$ cat config.mk
export PLATFORM = sky130hd
export DESIGN_NAME = cnt_uart_tx
export DESIGN_NICKNAME = d
export VERILOG_FILES = /design/src/rtl/cnt_uart_pkg.sv /design/src/rtl/cnt_uart_baud.sv /design/src/rtl/cnt_uart_tx.sv
export SDC_FILE = /design/constraint.sdc
export NUM_CORES = 1
export LEC_CHECK = 0
export ABC_AREA = 1
export CAP_MARGIN = 10
export CORE_ASPECT_RATIO = 1.1
export CORE_UTILIZATION = 25
export CTS_CLUSTER_DIAMETER = 50
export DETAILED_ROUTE_END_ITERATION = 10
export MAX_ROUTING_LAYER = met4
export PLACE_DENSITY = 0.4
export SLEW_MARGIN = 10
export SYNTH_ARGS = -nofsm -noshare
export SYNTH_HDL_FRONTEND = slang
export SYNTH_SLANG_ARGS = --single-unit
$ cat constraint.sdc
create_clock -name clk -period 2.3 [get_ports clk]
set_clock_uncertainty 0.05 [all_clocks]
set_input_delay 0.46 -clock clk [delete_from_list [all_inputs] [get_ports clk]]
set_output_delay 0.46 -clock clk [all_outputs]
set_load 0.02 [all_outputs]
$ cat src/rtl/cnt_uart_pkg.sv
`default_nettype none
// ============================================================================
// Module   : cnt_uart_pkg
// Brief    : Shared frame constants and FSM state encoding for cnt_uart_tx.
// Revision : 1.0
// ============================================================================
package cnt_uart_pkg;

   localparam int DATA_BITS = 8;

   typedef enum logic [2:0] {
      ST_IDLE   = 3'd0,
      ST_START  = 3'd1,
      ST_DATA   = 3'd2,
      ST_PARITY = 3'd3,
      ST_STOP   = 3'd4
   } state_t;

endpackage
`default_nettype wire

$ cat src/rtl/cnt_uart_baud.sv
`default_nettype none
// ============================================================================
// Module   : cnt_uart_baud
// Brief    : Bit-period counter; one-cycle o_tick every CLKS_PER_BIT enabled
//            cycles, restarted by i_clear at frame start.
// Revision : 1.0
// ============================================================================
module cnt_uart_baud #(
   parameter int CLKS_PER_BIT = 16
) (
   input  logic clk,
   input  logic rst,
   input  logic i_clear,
   input  logic i_en,
   output logic o_tick
);

   localparam int              W      = (CLKS_PER_BIT > 1) ? $clog2(CLKS_PER_BIT) : 1;
   localparam logic [W-1:0]    c_TERM = W'(CLKS_PER_BIT - 1);

   logic [W-1:0] r_cnt;
   logic         w_term;

   assign w_term = (r_cnt == c_TERM);
   assign o_tick = i_en && !i_clear && w_term;

   always_ff @(posedge clk or posedge rst) begin
      if (rst) begin
         r_cnt <= '0;
      end else if (i_clear || !i_en || w_term) begin
         r_cnt <= '0;
      end else begin
         r_cnt <= r_cnt + 1'b1;
      end
   end

endmodule
`default_nettype wire

$ cat src/rtl/cnt_uart_tx.sv
`default_nettype none
// ============================================================================
// Module   : cnt_uart_tx
// Brief    : Byte-wide UART transmitter (LSB first, 1 or 2 stop bits).
//            Define CNT_UART_TX_PARITY_EN to add an even-parity bit.
// Revision : 1.0
// ============================================================================
module cnt_uart_tx #(
   parameter int CLKS_PER_BIT = 16,
   parameter int STOP_BITS    = 1
) (
   input  logic       clk,
   input  logic       rst,
   input  logic [7:0] data_in,
   input  logic       valid_in,
   output logic       ready_out,
   output logic       tx_out,
   output logic       busy_out
);
   import cnt_uart_pkg::*;

   localparam logic [2:0] c_LAST_BIT  = 3'(DATA_BITS - 1);
   localparam logic       c_LAST_STOP = (STOP_BITS == 2);

   state_t     r_state;
   logic [7:0] r_shift;
   logic [2:0] r_idx;
   logic       r_stop_idx;
   logic       r_tx;
   logic       r_armed;
`ifdef CNT_UART_TX_PARITY_EN
   logic       r_par;
`endif

   logic       w_accept;
   logic       w_tick;

   // r_armed keeps ready_out low until the first edge after reset release.
   assign ready_out = r_armed && (r_state == ST_IDLE);
   assign busy_out  = (r_state != ST_IDLE);
   assign tx_out    = r_tx;
   assign w_accept  = ready_out && valid_in;

   cnt_uart_baud #(
      .CLKS_PER_BIT (CLKS_PER_BIT)
   ) u_baud (
      .clk     (clk),
      .rst     (rst),
      .i_clear (w_accept),
      .i_en    (busy_out),
      .o_tick  (w_tick)
   );

   always_ff @(posedge clk or posedge rst) begin
      if (rst) begin
         r_state    <= ST_IDLE;
         r_shift    <= '0;
         r_idx      <= '0;
         r_stop_idx <= 1'b0;
         r_tx       <= 1'b1;
         r_armed    <= 1'b0;
`ifdef CNT_UART_TX_PARITY_EN
         r_par      <= 1'b0;
`endif
      end else begin
         r_armed <= 1'b1;
         case (r_state)
            ST_IDLE: begin
               if (w_accept) begin
                  r_shift <= data_in;
                  r_tx    <= 1'b0;
                  r_state <= ST_START;
`ifdef CNT_UART_TX_PARITY_EN
                  r_par   <= ^data_in;
`endif
               end
            end
            ST_START: begin
               if (w_tick) begin
                  r_tx    <= r_shift[0];
                  r_shift <= r_shift >> 1;
                  r_state <= ST_DATA;
               end
            end
            ST_DATA: begin
               if (w_tick) begin
                  r_idx <= r_idx + 3'd1;
                  if (r_idx == c_LAST_BIT) begin
`ifdef CNT_UART_TX_PARITY_EN
                     r_tx    <= r_par;
                     r_state <= ST_PARITY;
`else
                     r_tx    <= 1'b1;
                     r_state <= ST_STOP;
`endif
                  end else begin
                     r_tx    <= r_shift[0];
                     r_shift <= r_shift >> 1;
                  end
               end
            end
`ifdef CNT_UART_TX_PARITY_EN
            ST_PARITY: begin
               if (w_tick) begin
                  r_tx    <= 1'b1;
                  r_state <= ST_STOP;
               end
            end
`endif
            ST_STOP: begin
               if (w_tick) begin
                  if (r_stop_idx == c_LAST_STOP) begin
                     r_stop_idx <= 1'b0;
                     r_state    <= ST_IDLE;
                  end else begin
                     r_stop_idx <= r_stop_idx + 1'b1;
                  end
               end
            end
            default: r_state <= ST_IDLE;
         endcase
      end
   end

endmodule
`default_nettype wire

Word-level counts from Yosys, hierarchy flattened
Index checks and enable logic that the tools add are counted.

storage, ports and cells
  ROM bits = 0
  logic and storage cells = 57
  output and inout bits = 3
  latch bits = 0
  input port bits = 11
  flip-flop bits (word level) = 21
  memory bits (writable) = 0
  memories = 0

cells by class
  bitwise operators = 0
  add/sub/neg operators = 3
  equality and inequality tests = 12
  divide/modulo/power cells = 0
  order comparisons = 0
  reduce and logical (&&, ||, !) cells = 16
  multiplexer cells = 19
  multiply operators = 0
  shift operators = 0

operators by type and width
  operator             count
  $mux 8               4
  $pmux 8 s3           1
  $mux 3               6
  $pmux 3 s4           1
  $ne 2x1->1 const B   4
  $eq 3x3->1 const B   2
  $ne 2x2->1 const B   3
  $reduce_and 6->1     1
  $reduce_bool 3->1    2
  $mux 1               5
  $reduce_and 5->1     1
  $add 4x1->4 const B  1
  $eq 4x4->1 const B   1
  $logic_and 1x1->1    4
  $mux 4               1
  $reduce_and 2->1     2
  $reduce_and 4->1     1
  $add 3x1->3 const B  1
  $eq 3x1->1 const B   1
  $eq 3x2->1 const B   1
  $logic_not 3->1      1
  $pmux 1 s3           1
  $logic_not 1->1      2
  $logic_or 1x1->1     2
  $add 1x1->1 const B  1

Depth between registers and ports, before layout
  depth after elaboration = 8
  mapped depth = 8
  gate-level depth less buffers = 8

By module
From an unflattened synthesis, not the netlist that was laid out.

second synthesis, totals
  cells, all modules = 153
  area total of the unflattened synthesis = 1,187.4 um^2

by module, submodules not included
  module         seq. area each (um^2)  area an instance (um^2)  instances  cells each
  cnt_uart_tx    401.6                  994.7                    1          130
  cnt_uart_baud  100.1                  192.7                    1          23

Least setup slack after synthesis
No wires, ideal clock.

  path type = register to output
  start point = register r_state[0]
  end point = output ready_out
  setup slack = 0.628 ns
  arrival time = 1.162 ns
  required time = 1.790 ns
  stages on the path, launching flop included = 4
  buffers on the path = 0
  cell sequence = dfrtp_1 > nor2_4 > nand2_1 > nor2_1

on the way
  cells in the longest elaborated chain, start to end = 2

RTL lines
  item                    line               source
  start, declared         cnt_uart_tx.sv:25  state_t r_state;
  start signal, assigned  cnt_uart_tx.sv:56  r_state <= ST_IDLE;
  start signal, assigned  cnt_uart_tx.sv:72  r_state <= ST_START;
  start signal, assigned  cnt_uart_tx.sv:82  r_state <= ST_DATA;
  $logic_not 3->1         cnt_uart_tx.sv:39  assign ready_out = r_armed && (r_state == ST_IDLE);
  $logic_and 1x1->1       cnt_uart_tx.sv:39
  end, declared           cnt_uart_tx.sv:16  output logic ready_out,

Every way passes these cells.

Worst setup path in the final report
  start point = register r_state[1]
  end point = output busy_out

on the way
  cells in the longest elaborated chain, start to end = 1

RTL lines
  item               line               source
  $reduce_bool 3->1  cnt_uart_tx.sv:40  assign busy_out = (r_state != ST_IDLE);
  end, declared      cnt_uart_tx.sv:18  output logic busy_out

Every way passes these cells.

==> flow_metrics.env <==
export IMPL_synthesis_area_um2=1090
export IMPL_ys_seq_area_share_pct=46.1
export IMPL_cp_data_required_time_ns=1.79
export IMPL_seq_area_um2=502
export IMPL_path_clk_slew_ns=0.07
export IMPL_grt_overflow=0
export IMPL_antenna_left=0
export IMPL_wirelength_um=2220
export IMPL_clock_latency_ns=0.26
export IMPL_clock_path_buffers=2
export IMPL_critical_path_class="reg2out"
export IMPL_dr_pass1_iters=4
export IMPL_gp_congestion=0.815
export IMPL_fin_hold_ws_ns=0.415
export IMPL_routed_via_density=4.28
export IMPL_htreeDepth=1
export IMPL_grt_pass1_vias=881
export IMPL_drtIter0Drc=21
export IMPL_drc=0
export IMPL_initial_core_util_pct=26.9
export IMPL_die_h_um=71.2
export IMPL_vias=882
export IMPL_place_inst=202
export IMPL_synth_top_area_cell="dfrtp_1"
export IMPL_synth_distinct_cells=21
export IMPL_drive_above_1_share_pct=10.4
export IMPL_avgSynthCellArea_um2=7.89
export IMPL_maxCapViolCount=0
export IMPL_syn2layout_area_growth_pct=21.8
export IMPL_cts_buffers_inserted=3
export IMPL_synth_seq_cells=20
export IMPL_drv_slew=0
export IMPL_cts_tree="yes"
export IMPL_fin_crit_sh_pct=93.6
export IMPL_syn_inst=138
export IMPL_antenna_found_initial=0
export IMPL_hold_viol_final=0
export IMPL_worstPathMaxFanout=8
export IMPL_synth_nets=152
export IMPL_avgRoutedWirePerCell_um=10.8
export IMPL_grt_setup_unrepaired="no"
export IMPL_fillers=444
export IMPL_yosys_warnings=0
export IMPL_final_nets=169
export IMPL_insertedDiodeCount=0
export IMPL_fin_cells=206
export IMPL_track_usage_pct=11.5
export IMPL_setup_tns_ns=0
export IMPL_fmax_mhz=464
export IMPL_finalCriticalPeriod_ns=2.15
export IMPL_netlist_top_cells_area="dfrtp_1 (44%), nand2_1 (20%), nand3_1 (7.8%)"
export IMPL_multi_input_area_um2=534
export IMPL_setup_violations=0
export IMPL_powerDensity_nw_per_um2=1060
export IMPL_std_cell_rows=24
export IMPL_cts_sinks=20
export IMPL_dp_hpwl_um=1600
export IMPL_dieWidth_um=64.9
export IMPL_core_area_um2=4050
export IMPL_ioPinCount=14
export IMPL_root_buffer="clkbuf_8"
export IMPL_worstSetupEndpointType="primary output"
export IMPL_numPortBuffers=13
export IMPL_ir_drop_mv=0.288
export IMPL_yosysTopAreaCellShare_pct=43.7
export IMPL_hold_class="reg2reg"
export IMPL_status="complete, no violations"
export IMPL_grt_start_max_net_pins=21
export IMPL_crit_path_start_kind="flop"
export IMPL_leakage_nw=0.699
export IMPL_dieArea_um2=4620
export IMPL_grt_first_pass_wirelength_um=3880
export IMPL_arrival_ns=1.64
[report_power, final]
group	internal, W	switching (W)
Clock	0.000152	0.000117
Sequential	0.000459	0.0000776
Combinational	0.000223	0.000372
Total	0.000835	0.000567
[critical path, cell delays in order (launching register included)]
cell	delay (ns)
dfrtp_1	0.51
inv_1	0.12
nand2_1	0.14
clkdlybuf4s50_1	0.62
[sequential cells by signal, indices dropped and copies added, names as in the netlist]
signal,flops
r_shift,8
u_baud.r_cnt,4
r_idx,3
r_state,3
r_armed,1
tx_out,1
[cell type report]
| cell class | count | area share [%] |
|---|---|---|
| multi-input combinational | 107 | 40.3 |
| inverter | 9 | 2.55 |
| sequential | 20 | 37.8 |
| tap | 52 | 4.91 |
| timing repair buffer | 14 | 10.3 |
| clock buffer | 4 | 4.15 |
[synthesized netlist by cell type]
master	n
a21oi_1	1
buf_4	1
buf_6	1
conb_1	1
dfrtp_1	19
dfstp_2	1
ha_1	3
inv_1	9
nand2_1	59
nand2_2	2
nand2_4	2
nand3_1	17
nand3_2	2
nand3_4	1
nor2_1	10
nor2_2	1
nor2_4	2
nor3b_1	1
o21ai_0	2
o21bai_1	1
xor2_1	2
[kinds of logic (layout without fill, tap and decap cells)]
family	count (synthesis)	in the layout	synth area share, %
compound gates	4	4	2.07
xor+xnor	2	2	1.61
fa+ha+maj	3	3	3.45
buf+inv	11	27	4.83
flops	20	20	46.1
other cells	1	1	0.344
simple gates	97	97	41.6
[metrics by stage]
step                setup WS, ns  util [%]  area (µm²)  power (W)
finish                     0.146      32.7        1330    0.00140
global route              0.0552      32.7        1330    0.00154
CTS                        0.141      32.7        1330    0.00143
detailed placement         0.282      31.4        1270    0.00115
global placement           0.314      31.4        1270    0.00115
floorplan                  0.628         -        1090   0.000992
[cell usage in the layout, fill, tap and decap left out, drive strengths merged]
master         count
a21oi              1
buf                1
clkbuf             4
clkdlybuf4s50     12
conb               1
dfrtp             19
dfstp              1
dlygate4sd2        1
ha                 3
inv                9
nand2             63
nand3             20
nor2              13
nor3b              1
o21ai              2
o21bai             1
xor2               2
[worst paths after layout]
| check | from | to | slack, ns | cells past startpoint |
|---|---|---|---|---|
| max | r_state[1] | busy_out | 0.15 | 3 |
| max in group asynchronous | rst | tx_out | 1.45 | 3 |
| min in group asynchronous | rst | r_shift[2] | 0.48 | 3 |
| min | u_baud.r_cnt[0] | u_baud.r_cnt[0] | 0.41 | 1 |
| min reg2reg | u_baud.r_cnt[0] | u_baud.r_cnt[0] | 0.41 | 1 |
| max reg2reg | r_idx[0] | r_shift[1] | 0.75 | 7 |
[what timing repair did]
action | 4_1_cts | 5_1_grt
hold buffers | 0 | 0
setup endpoints to repair | 1 | 0
resized for setup | 1 | 0
buffers inserted | 0 | 0
[per-layer routing]
| layer | vias to the layer above | track usage, % | wire [µm] |
|---|---|---|---|
| li1 | 464 | - | - |
| met1 | 406 | 14.0 | 1070 |
| met2 | 8 | 17.8 | 1060 |
| met3 | 4 | 1.45 | 29 |
| met4 | 0 | 7.41 | 57 |
| met5 | - | - | 0 |
(Power assumes the default switching activity.)
